`config.mk`:
```
export PLATFORM = sky130hd
export DESIGN_NAME = mmul_a_seq_ctrl_flat
export DESIGN_NICKNAME = d
export VERILOG_FILES = /design/src/rtl/mmul_a_seq_ctrl_pkg.sv /design/src/rtl/mmul_a_seq_ctrl_if.sv /design/src/rtl/mmul_a_seq_ctrl.sv /design/src/flat_wrapper.sv
export SDC_FILE = /design/constraint.sdc
export NUM_CORES = 1
export LEC_CHECK = 0
export CAP_MARGIN = 5
export CORE_AREA = 2 2 56 58
export DETAILED_ROUTE_END_ITERATION = 8
export DIE_AREA = 0 0 58 60
export GPL_ROUTABILITY_DRIVEN = 1
export GPL_TIMING_DRIVEN = 0
export PLACE_DENSITY_LB_ADDON = 0.25
export RECOVER_POWER = 50
export REMOVE_ABC_BUFFERS = 1
export SYNTH_ARGS = -nofsm -noshare
export SYNTH_HDL_FRONTEND = slang
export SYNTH_SLANG_ARGS = --single-unit
```
`constraint.sdc`:
```
create_clock -name clk -period 2 [get_ports clk]
set_clock_uncertainty 0.05 [all_clocks]
set_input_delay 0.2 -clock clk [delete_from_list [all_inputs] [get_ports clk]]
set_output_delay 0.2 -clock clk [all_outputs]
set_load 0.01 [all_outputs]
```
`src/rtl/mmul_a_seq_ctrl_pkg.sv`:
```
// Shared constants and types for the operand-A sequencer of the Montgomery multiplier.
// Holds operand geometry, state encoding and the register-control bundle.
package mmul_a_seq_ctrl_pkg;

  localparam int MMUL_WORD_W = 16;
  localparam int MMUL_NWORDS = 16;
  localparam int MMUL_NBITS  = MMUL_WORD_W * MMUL_NWORDS;
  localparam int MMUL_WCNT_W = $clog2(MMUL_NWORDS);
  localparam int MMUL_BCNT_W = $clog2(MMUL_NBITS);

  typedef enum logic [1:0] {
    ST_IDLE = 2'd0,
    ST_LOAD = 2'd1,
    ST_RUN  = 2'd2,
    ST_DONE = 2'd3
  } mmul_state_e;

  // Controls for the external A shift register: sel=0 shift 16 in, sel=1 shift 1 out
  typedef struct packed {
    logic we;
    logic sel;
  } mmul_reg_ctl_t;

endpackage

```
`src/rtl/mmul_a_seq_ctrl_if.sv`:
```
// Word-load stream, bit-serial stream and register-control bundle of the A sequencer.
// slave = the sequencer; master = loader/datapath/register side.
interface mmul_a_seq_ctrl_if #(
  parameter int WORD_W = 16,
  parameter int IDX_W  = 8
);
  logic [WORD_W-1:0] word_in;
  logic              word_valid;
  logic              word_ready;
  logic              bit_valid;
  logic              bit_ack;
  logic [IDX_W-1:0]  bit_idx;
  logic              reg_we;
  logic              reg_sel;
  logic [WORD_W-1:0] reg_din;

  modport slave (
    input  word_in, word_valid, bit_ack,
    output word_ready, bit_valid, bit_idx, reg_we, reg_sel, reg_din
  );

  modport master (
    output word_in, word_valid, bit_ack,
    input  word_ready, bit_valid, bit_idx, reg_we, reg_sel, reg_din
  );
endinterface

```
`src/rtl/mmul_a_seq_ctrl.sv`:
```
// Operand-A sequencer: loads NWORDS words into the external shift register, then
// steps it right one bit per datapath acknowledge, exposing bit index and a done pulse.
module mmul_a_seq_ctrl
  import mmul_a_seq_ctrl_pkg::*;
#(
  parameter int WORD_W = MMUL_WORD_W,
  parameter int NWORDS = MMUL_NWORDS,
  parameter int NBITS  = MMUL_NBITS
) (
  input  logic               clk,
  input  logic               rst,
  input  logic               start,
  input  logic               abort,
  mmul_a_seq_ctrl_if.slave   a_if,
  output logic               busy,
  output logic               done
);

  localparam int WCNT_W = $clog2(NWORDS);
  localparam int BCNT_W = $clog2(NBITS);

  mmul_state_e       state, state_nxt;
  logic [WCNT_W-1:0] word_cnt, word_cnt_nxt;
  logic [BCNT_W-1:0] bit_cnt, bit_cnt_nxt;
  logic              word_ready, bit_valid, done_c;
  mmul_reg_ctl_t     rctl;

  always_ff @(posedge clk) begin
    if (rst) begin
      state    <= ST_IDLE;
      word_cnt <= '0;
      bit_cnt  <= '0;
    end else begin
      state    <= state_nxt;
      word_cnt <= word_cnt_nxt;
      bit_cnt  <= bit_cnt_nxt;
    end
  end

  // Handshake outputs are suppressed under rst or abort so no register write can leak
  always_comb begin
    state_nxt    = state;
    word_cnt_nxt = word_cnt;
    bit_cnt_nxt  = bit_cnt;
    word_ready   = 1'b0;
    bit_valid    = 1'b0;
    done_c       = 1'b0;
    rctl         = '0;
    if (!rst && abort) begin
      state_nxt    = ST_IDLE;
      word_cnt_nxt = '0;
      bit_cnt_nxt  = '0;
    end else if (!rst) begin
      case (state)
        ST_IDLE: begin
          if (start) begin
            state_nxt    = ST_LOAD;
            word_cnt_nxt = '0;
          end
        end
        ST_LOAD: begin
          word_ready = 1'b1;
          if (a_if.word_valid) begin
            rctl.we      = 1'b1;
            rctl.sel     = 1'b0;
            word_cnt_nxt = word_cnt + WCNT_W'(1);
            if (word_cnt == WCNT_W'(NWORDS - 1)) begin
              state_nxt    = ST_RUN;
              word_cnt_nxt = '0;
              bit_cnt_nxt  = '0;
            end
          end
        end
        ST_RUN: begin
          bit_valid = 1'b1;
          if (a_if.bit_ack) begin
            rctl.we     = 1'b1;
            rctl.sel    = 1'b1;
            bit_cnt_nxt = bit_cnt + BCNT_W'(1);
            if (bit_cnt == BCNT_W'(NBITS - 1)) begin
              state_nxt   = ST_DONE;
              bit_cnt_nxt = '0;
            end
          end
        end
        ST_DONE: begin
          done_c    = 1'b1;
          state_nxt = ST_IDLE;
        end
        default: state_nxt = ST_IDLE;
      endcase
    end
  end

  assign a_if.word_ready = word_ready;
  assign a_if.bit_valid  = bit_valid;
  assign a_if.bit_idx    = bit_valid ? bit_cnt : '0;
  assign a_if.reg_we     = rctl.we;
  assign a_if.reg_sel    = rctl.sel;
  assign a_if.reg_din    = WORD_W'(a_if.word_in);
  assign busy            = !rst && (state == ST_LOAD || state == ST_RUN);
  assign done            = done_c;

endmodule

```
`src/flat_wrapper.sv`:
```
// flat-port wrapper written by rule: the top's interface ports become plain ports
module mmul_a_seq_ctrl_flat import mmul_a_seq_ctrl_pkg::*;
#(
  parameter int WORD_W = MMUL_WORD_W,
  parameter int NWORDS = MMUL_NWORDS,
  parameter int NBITS  = MMUL_NBITS
)
  (clk, rst, start, abort, busy, done, a_if_word_in, a_if_word_valid, a_if_bit_ack, a_if_word_ready, a_if_bit_valid, a_if_bit_idx, a_if_reg_we, a_if_reg_sel, a_if_reg_din);
  mmul_a_seq_ctrl_if #(.WORD_W(WORD_W), .IDX_W(8)) a_if_i ();
  input  logic clk;
  input  logic rst;
  input  logic start;
  input  logic abort;
  output logic busy;
  output logic done;
  input wire logic [$bits(a_if_i.word_in)-1:0] a_if_word_in;
  input wire logic [$bits(a_if_i.word_valid)-1:0] a_if_word_valid;
  input wire logic [$bits(a_if_i.bit_ack)-1:0] a_if_bit_ack;
  output wire logic [$bits(a_if_i.word_ready)-1:0] a_if_word_ready;
  output wire logic [$bits(a_if_i.bit_valid)-1:0] a_if_bit_valid;
  output wire logic [$bits(a_if_i.bit_idx)-1:0] a_if_bit_idx;
  output wire logic [$bits(a_if_i.reg_we)-1:0] a_if_reg_we;
  output wire logic [$bits(a_if_i.reg_sel)-1:0] a_if_reg_sel;
  output wire logic [$bits(a_if_i.reg_din)-1:0] a_if_reg_din;
  assign a_if_i.word_in = a_if_word_in;
  assign a_if_i.word_valid = a_if_word_valid;
  assign a_if_i.bit_ack = a_if_bit_ack;
  assign a_if_word_ready = a_if_i.word_ready;
  assign a_if_bit_valid = a_if_i.bit_valid;
  assign a_if_bit_idx = a_if_i.bit_idx;
  assign a_if_reg_we = a_if_i.reg_we;
  assign a_if_reg_sel = a_if_i.reg_sel;
  assign a_if_reg_din = a_if_i.reg_din;
  mmul_a_seq_ctrl #(.WORD_W(WORD_W), .NWORDS(NWORDS), .NBITS(NBITS)) u_core (.clk(clk), .rst(rst), .start(start), .abort(abort), .a_if(a_if_i), .busy(busy), .done(done));
endmodule
```
# Word level (Yosys, flattened, before mapping)
# Cells that the tools add are included.
dict set report word_totals {
  regBits 14
  in_bits 22
  output_inout_bits 30
  word_cells 56
}
dict set report classes {
  n_addsub 2
  eq_ne 10
  mux 30
  n_reduce_logical 11
}
# op count
set op_table {}
lappend op_table {{2-to-1 mux 8 bit} 5}
lappend op_table {{2-to-1 mux 2 bit} 9}
lappend op_table {{case mux 8 bit (2 select lines)} 1}
lappend op_table {{2-to-1 mux 4 bit} 3}
lappend op_table {{2-to-1 mux 1 bit} 9}
lappend op_table {{adder 8 x 1 -> 8 bit (second input constant)} 1}
lappend op_table {{equality test 8 bit (second input constant)} 1}
lappend op_table {{case mux 2 bit (4 select lines)} 1}
lappend op_table {{case mux 4 bit (2 select lines)} 1}
lappend op_table {{!= test 2 bit (second input constant)} 3}
lappend op_table {{AND reduction 5 bit} 1}
lappend op_table {{adder 4 x 1 -> 4 bit (second input constant)} 1}
lappend op_table {{equality test 2 bit (second input constant)} 2}
lappend op_table {{equality test 4 bit (second input constant)} 1}
lappend op_table {{!= test 2 x 1 -> 1 bit (second input constant)} 2}
lappend op_table {{case mux 2 bit (2 select lines)} 1}
lappend op_table {{AND reduction 4 bit} 1}
lappend op_table {{nonzero test 2 bit} 2}
lappend op_table {{AND reduction 3 bit} 1}
lappend op_table {{equality test 2 x 1 -> 1 bit (second input constant)} 1}
lappend op_table {{logical AND 1 bit} 2}
lappend op_table {{zero test 2 bit} 1}
lappend op_table {{OR reduction 2 bit} 1}
lappend op_table {{zero test 1 bit} 1}
lappend op_table {{logical OR 1 bit} 1}

# Logic depth before layout (Yosys ltp)
# Gate-level depths: netlist of run 1.
dict set report depth {
  depth_word 5
  mapped_depth 7
  ltp_nobuf 6
}

# Worst setup path after synthesis of run 1
# Ideal clock, no wire load.
dict set report synth_timing {
  path_kind {register -> output}
  startpoint {reg u_core.state[0]}
  endpoint {out a_if_bit_idx[0]}
  arrival_ps 1425
  required_ps 1750
  path_slack_ps 325
  path_stages_with_launch 7
  n_path_buf 2
  path_cell_list {dfxtp_1 > inv_1 > ha_1 > buf_2 > nor3b_2 > clkbuf_1 > and2_1}
}
dict set report synth_via {
  elab_chain_cells 5
}
# element line
set synth_lines {}
lappend synth_lines {{from (decl)} mmul_a_seq_ctrl.sv:22} ;# mmul_state_e state, state_nxt;
lappend synth_lines {{from (signal assigned)} mmul_a_seq_ctrl.sv:34} ;# state <= state_nxt;
lappend synth_lines {{equality test 2 bit} mmul_a_seq_ctrl.sv:54} ;# case (state)
lappend synth_lines {{2-to-1 mux 1 bit} mmul_a_seq_ctrl.sv:54}
lappend synth_lines {{2-to-1 mux 1 bit} mmul_a_seq_ctrl.sv:53} ;# end else if (!rst) begin
lappend synth_lines {{2-to-1 mux 1 bit} mmul_a_seq_ctrl.sv:49} ;# if (!rst && abort) begin
lappend synth_lines {{net a_if_bit_valid} flat_wrapper.sv:20} ;# output wire logic [$bits(a_if_i.bit_valid)-1:0] a_if_bit_valid;
lappend synth_lines {{2-to-1 mux 8 bit} mmul_a_seq_ctrl.sv:97} ;# assign a_if.bit_idx = bit_valid ? bit_cnt : '0;
lappend synth_lines {{to (decl)} flat_wrapper.sv:21} ;# output wire logic [$bits(a_if_i.bit_idx)-1:0] a_if_bit_idx;
# The timed path passes the listed nets, and every way through them passes these cells.

# Worst setup path after layout of run 1
dict set report layout_timing {
  startpoint {reg u_core.state[1]}
  endpoint {out a_if_word_ready}
}
dict set report layout_via {
  elab_chain_cells 4
}
# element line
set layout_lines {}
lappend layout_lines {{equality test 2 x 1 -> 1 bit} mmul_a_seq_ctrl.sv:54}
lappend layout_lines {{2-to-1 mux 1 bit} mmul_a_seq_ctrl.sv:54}
lappend layout_lines {{2-to-1 mux 1 bit} mmul_a_seq_ctrl.sv:53}
lappend layout_lines {{2-to-1 mux 1 bit} mmul_a_seq_ctrl.sv:49}
lappend layout_lines {{to (decl)} flat_wrapper.sv:19} ;# output wire logic [$bits(a_if_i.word_ready)-1:0] a_if_word_ready;
# No other way between the ends.

==> results.yml, run 1 <==
placement:
  placed_area_sq_um: 1170
  globalplace.congestion: 0.815
  dpl.hpwl_um: 1970
  numPortBuffers: 19
grt:
  grt_pass1_wl_um: 4370
  grtUsageTotal_pct: 16.6
  first_global_vias: 933
  antenna_found_initial: 0
  maximum_number_of_pins_on_one_net_before_global_route_repair: 12
  gr-total-overflow: 0
die:
  dieWidth_um: 58
  top_level_ports: 52
  floorplan.die_area_sq_um: 3480
  floorplan.initialDensity_pct: 37.3
  die_h_um: 60
  core_region_area_sq_um: 2900
  fp-row-count: 20
outcome:
  result_of_the_run: "finished, final reports clean"
finish:
  layout-drive-gt1-share_pct: 13.3
  layout.area.seq_sq_um: 285
  antenna-diode-count: 0
  multi_input_area_sq_um: 686
  post-route-cell-area_sq_um: 1270
  layout.nets: 172
  fillCellCount: 307
  finalCoreUtilization_pct: 43.9
  syn_to_final_growth_pct: 17.7
sta:
  finalSetupViolations: 0
  grt_setup_unrepaired: "no"
  min_period_over_period_pct: 94.4
  final_period_minus_worst_setup_slack_ns: 1.89
  timing.final.hold_violations: 0
  max-slew-margin-rel_pct: 71.8
  worstMarginPinSlew_ns: 0.420
  hold_slack_ns: 0.350
  maxClockFrequency_mhz: 530
  report.final.slew_viol_count: 0
setup_path:
  ff2ff_path_depth: 7
  worstPathArrival_ns: 1.64
  rr_endpoint: "u_core.bit_cnt[3]"
  origin_of_the_critical_flop_to_flop_path: "u_core.state[0]"
  kind_of_critical_path: "flip-flop to output port"
  reg2reg_slack_ns: 0.16
  worst_setup_path_startpoint: "u_core.state[1]"
  crit_fanout: 11
  setup.worst_path.end: "a_if_word_ready"
  timing.critical_path.to_type: "output port"
  required_time_at_the_endpoint_of_the_critical_path_ns: 1.75
  critical_path_source_type: "flip-flop"
logic_synthesis:
  post_synth_main_area_contributors: "dfxtp_1, buf_4, and2_1"
  synth_edf_count: 0
  asyncSetResetFlopFracSynth_pct: 0
  syn-cell-area_sq_um: 1080
  synthDominantCellAreaShare_pct: 25.9
  syn_area_per_cell_sq_um: 7.96
  synth_top_cells_by_count: "buf_4, dfxtp_1, and2_1, a21oi_1, nand2_1"
  post-synth-top-count-cell: "buf_4"
  yosysWarningCount: 0
  ys_seq_elements: 14
  dominantRegCellSynth: "dfxtp_1"
  netlist-cell-type-count: 41
  synth_seq_area_share_pct: 25.9
  netlist_instances: 136
  cell_accounting_for_the_most_synthesized_area: "dfxtp_1"
clock_tree:
  clkSlewWorstSetupHoldPaths_ns: 0.10
  clock_tree.buffer_depth: 2
  htreeDepth: 1
  tritoncts_num_sinks: 14
  cts_tree: "yes"
  tritoncts.num_buffers: 3
  cts_root_buf: "clkbuf_4"
  worst_skew_pair_later_pin_latency_ns: 0.29
routing:
  drc_errors: 0
  detailedRoute.firstIterationViolations: 31
  drt_first_pass_iters: 4
  post_drt_via_cell_ratio: 5.60
  dr_total_vias: 986
  wire_per_inst_um: 15.0
  drt-total-wl_um: 2640
  drt.antenna.violating_nets: 0
hold_path:
  holdCritPathClass: "input port to output port"
pwr:
  peakVddDrop_v: 0.000241
  power.leakage_uw: 0.000530
  powerDensity_nw_per_um2: 453
job:
  cap_violations: 0
[flip-flops by register name, indices dropped and copies added, names as in the netlist]
register and cells:
u_core.bit_cnt 8, u_core.state 2, u_core.word_cnt 4
[worst max-delay path, stage by stage (launching register included)]
cell and delay (ns):
dfxtp_4 0.37, inv_1 0.12, ha_4 0.20, and2_1 0.13, clkdlybuf4s50_1 0.52
[power breakdown]
part	switching, uW	internal, uW	total [uW]	leakage [uW]
Sequential	3.35	280	284	0.000114
Combinational	44.6	36.7	81.3	0.000395
Clock	101	111	212	0.0000210
[final cells by class]
| cell class | instances | area share [%] |
|---|---|---|
| Clock buffer | 4 | 2.85 |
| Inverter | 4 | 1.18 |
| Multi-Input combinational cell | 98 | 53.8 |
| Sequential cell | 14 | 22.4 |
| Tap cell | 33 | 3.24 |
| Timing Repair Buffer | 23 | 16.5 |
[kinds of logic after synthesis]
family | synth area share, %
simple gates | 32.7
compound gates | 17.8
buf+inv | 14.8
flops | 25.9
fa+ha+maj | 6.94
mux | 1.85
[layer usage]
| layer | GRT usage, % | part of all wire [%] | vias up |
|---|---|---|---|
| met4 | 2.99 | 0.49 | 0 |
| met3 | 9.52 | 9.3 | 2 |
| li1 | - | - | 483 |
| met5 | 4.76 | 0 | - |
| met2 | 24.7 | 47 | 34 |
| met1 | 20.6 | 44 | 467 |
[cells in the final DEF, fill, tap and decap left out, types with 2 or more instances in the layout]
cell	count
and2_1	12
dfxtp_1	12
dlygate4sd2_1	11
nand2_1	10
a21oi_1	10
nand3_1	8
clkdlybuf4s50_1	7
o21ai_0	4
and3_1	4
ha_1	4
inv_1	3
nand2b_1	3
nand4_1	3
nor2_1	3
nor4_1	3
o21ai_1	3
a21o_1	3
clkbuf_4	3
buf_4	3
nor2b_1	2
mux2i_1	2
o31ai_1	2
or3b_1	2
ha_4	2
[worst min-delay path by stage]
stage	end	slack, ns	startpoint	cells past startpoint
after CTS	a_if_reg_din[2]	0.35	a_if_word_in[2]	0
after global placement	a_if_reg_din[2]	0.35	a_if_word_in[2]	0
after detailed placement	a_if_reg_din[2]	0.35	a_if_word_in[2]	0
after global routing	a_if_reg_din[2]	0.35	a_if_word_in[2]	0
final	a_if_reg_din[0]	0.35	a_if_word_in[0]	0
after floorplan	a_if_reg_din[0]	0.35	a_if_word_in[0]	0
[what timing repair did]
item	in CTS	in global routing
hold buffers	0	0
gates resized for setup	22	2
buffers inserted	3	1
pin swaps	0	1
setup endpoints to repair	18	6
cloned	0	0
[per-stage QoR]
stage          setup TNS [ns]  total power (uW)  cells  setup WS (ns)
5_1_grt                     0               610    176         0.0210
3_3_place_gp            -4.47               361    168         -0.403
6_report                    0               577    176          0.112
3_5_place_dp            -4.41               362    168         -0.397
4_1_cts                     0               586    175        0.00654
2_1_floorplan               0               333    116          0.182
Power figures use the tool's default switching activity.
==> run 2: changes to the inputs <==
--- a/config.mk
+++ b/config.mk
@@ -6,12 +6,11 @@
 export NUM_CORES = 1
 export LEC_CHECK = 0
 export CAP_MARGIN = 5
-export CORE_AREA = 2 2 56 58
+export CORE_AREA = 2 2 71 46
 export DETAILED_ROUTE_END_ITERATION = 8
-export DIE_AREA = 0 0 58 60
+export DIE_AREA = 0 0 73 48
 export GPL_ROUTABILITY_DRIVEN = 1
-export GPL_TIMING_DRIVEN = 0
-export PLACE_DENSITY_LB_ADDON = 0.25
+export PLACE_DENSITY = 0.76
 export RECOVER_POWER = 50
 export REMOVE_ABC_BUFFERS = 1
 export SYNTH_ARGS = -nofsm -noshare
==> run 2 against run 1 <==
  * Clock power increased by 9.9%
  * Non-clock buffer count increased by 4
  * Fmax decreased by 1.2%
  * Critical endpoint is now u_core.bit_cnt[6]
  * Routed wire length increased by 11%
==> results.yml, run 2 (same netlist as run 1, synthesis figures left out) <==
sta:
  finalSetupViolations: 0
  grt_setup_unrepaired: "yes"
  final_period_minus_worst_setup_slack_ns: 1.91
  report.final.slew_viol_count: 0
  min_period_over_period_pct: 95.5
  max-slew-margin-rel_pct: 65.6
  maxClockFrequency_mhz: 523
  worstMarginPinSlew_ns: 0.511
  timing.final.hold_violations: 0
routing:
  detailedRoute.firstIterationViolations: 27
  dr_total_vias: 1016
  drt-total-wl_um: 2920
  wire_per_inst_um: 16.2
  drt_first_pass_iters: 4
  post_drt_via_cell_ratio: 5.64
  drc_errors: 0
  drt.antenna.violating_nets: 0
clock_tree:
  worst_skew_pair_later_pin_latency_ns: 0.25
  htreeDepth: 1
  clkSlewWorstSetupHoldPaths_ns: 0.05
  cts_root_buf: "clkbuf_8"
  tritoncts.num_buffers: 3
  cts_tree: "yes"
  hold_buffers: 0
  tritoncts_num_sinks: 14
  clock_tree.buffer_depth: 2
die:
  core_region_area_sq_um: 2800
  fp-row-count: 15
  floorplan.die_area_sq_um: 3500
  dieWidth_um: 73
  floorplan.initialDensity_pct: 38.7
  top_level_ports: 52
  die_h_um: 48
pwr:
  power.leakage_uw: 0.000520
  peakVddDrop_v: 0.000180
  finalPower_uw: 600
  powerDensity_nw_per_um2: 476
placement:
  globalplace.congestion: 0.837
  post-place-cells: 175
  dpl.hpwl_um: 2270
  numPortBuffers: 19
finish:
  stdcell_count: 180
  commonest_non_fill_non_tap_cells_in_the_layout: "dfxtp_1, and2_1, nand2_1, a21oi_1"
  layout_commonest_cell: "dfxtp_1"
  top_register: "u_core.bit_cnt"
  number_of_flip_flops_in_the_largest_register: 8
  biggestRegsByFlops: "u_core.bit_cnt: 8 flops, u_core.word_cnt: 4 flops, u_core.state: 2 flops"
  layout-drive-gt1-share_pct: 15.1
  antenna-diode-count: 0
  layout.nets: 176
  syn_to_final_growth_pct: 16.4
grt:
  gr-total-overflow: 0
  first_global_vias: 1014
  grt_pass1_wl_um: 4620
  grtUsageTotal_pct: 17.8
  antenna_found_initial: 0
  maximum_number_of_pins_on_one_net_before_global_route_repair: 12
job:
  cap_violations: 0
hold_path:
  holdCritPathClass: "input port to output port"
setup_path:
  kind_of_critical_path: "flip-flop to flip-flop"
  worstPathArrival_ns: 2.00
  required_time_at_the_endpoint_of_the_critical_path_ns: 2.09
  timing.critical_path.to_type: "flip-flop"
  crit_fanout: 11
  critical_path_source_type: "flip-flop"
outcome:
  result_of_the_run: "finished, final reports clean"
==> run 2: cell count changes in the layout (fill, tap and decap cells not counted), sizes merged <==
cell / previous run / this run
dlygate4sd2: 11 / 7
buf: 4 / 7
clkbuf: 4 / 7
clkdlybuf4s50: 7 / 8
==> run 2: path summary, 6_finish.rpt <==
| check | start | end | slack, ns | cells past startpoint |
|---|---|---|---|---|
| setup / recovery | u_core.state[0] | u_core.bit_cnt[6] | 0.09 | 7 |
| hold reg to reg | u_core.word_cnt[0] | u_core.word_cnt[0] | 0.44 | 2 |
| hold / removal | a_if_word_in[0] | a_if_reg_din[0] | 0.35 | 0 |
| setup reg to reg | u_core.state[0] | u_core.bit_cnt[6] | 0.09 | 7 |
==> run 2: what timing repair did <==
action	CTS	global route
gates resized for setup	14	8
pin swaps	0	1
endpoints found under the setup margin	11	7
setup buffers	2	0
endpoints found under the hold margin	0	0
==> run 2: final cells by class <==
class	instances	area [sq um]
Sequential cell	14	282
Multi-Input combinational cell	98	653
Inverter	4	15.0
Clock buffer	3	41.3
Tap cell	34	42.5
Fill cell	268	1540
Timing Repair Buffer	27	226
==> run 2: where the power goes <==
part	total (uW)	internal (uW)	switching (uW)	leakage (uW)
logic	82.8	37.1	45.6	0.000385
registers	284	282	2.26	0.000113
clock network	233	133	99.4	0.0000216
total	600	452	147	0.000520
==> run 2: metrics by stage <==
stage	cell area [sq um]	hold slack (ns)	worst slack (ns)	util, %	TNS [ns]
6_report	1260	0.350	0.0890	45.1	0
5_1_grt	1260	0.350	-0.0164	45.1	-0.0164
4_1_cts	1270	0.350	0.00974	45.3	0
3_5_place_dp	1210	0.350	-0.0265	43.4	-0.0393
3_3_place_gp	1210	0.350	0.0227	43.4	0
2_1_floorplan	937	0.350	0.182	-	0
==> run 2: critical path, cell delays in order (launching register included) <==
cell and delay [ns]:
dfxtp_2 0.35, inv_1 0.08, ha_2 0.19, buf_4 0.16, nor2b_1 0.17, o31ai_1 0.48
a21oi_1 0.12, a31o_1 0.20
==> run 2: per-layer routing <==
layer	track usage (%)	part of all wire (%)	vias to the layer above	routed length [um]
met5	0	0	-	0
met2	28.6	43	51	1270
met3	7.58	8.2	5	241
li1	-	-	496	-
met4	7.78	1.1	0	31
met1	21.3	47	464	1390
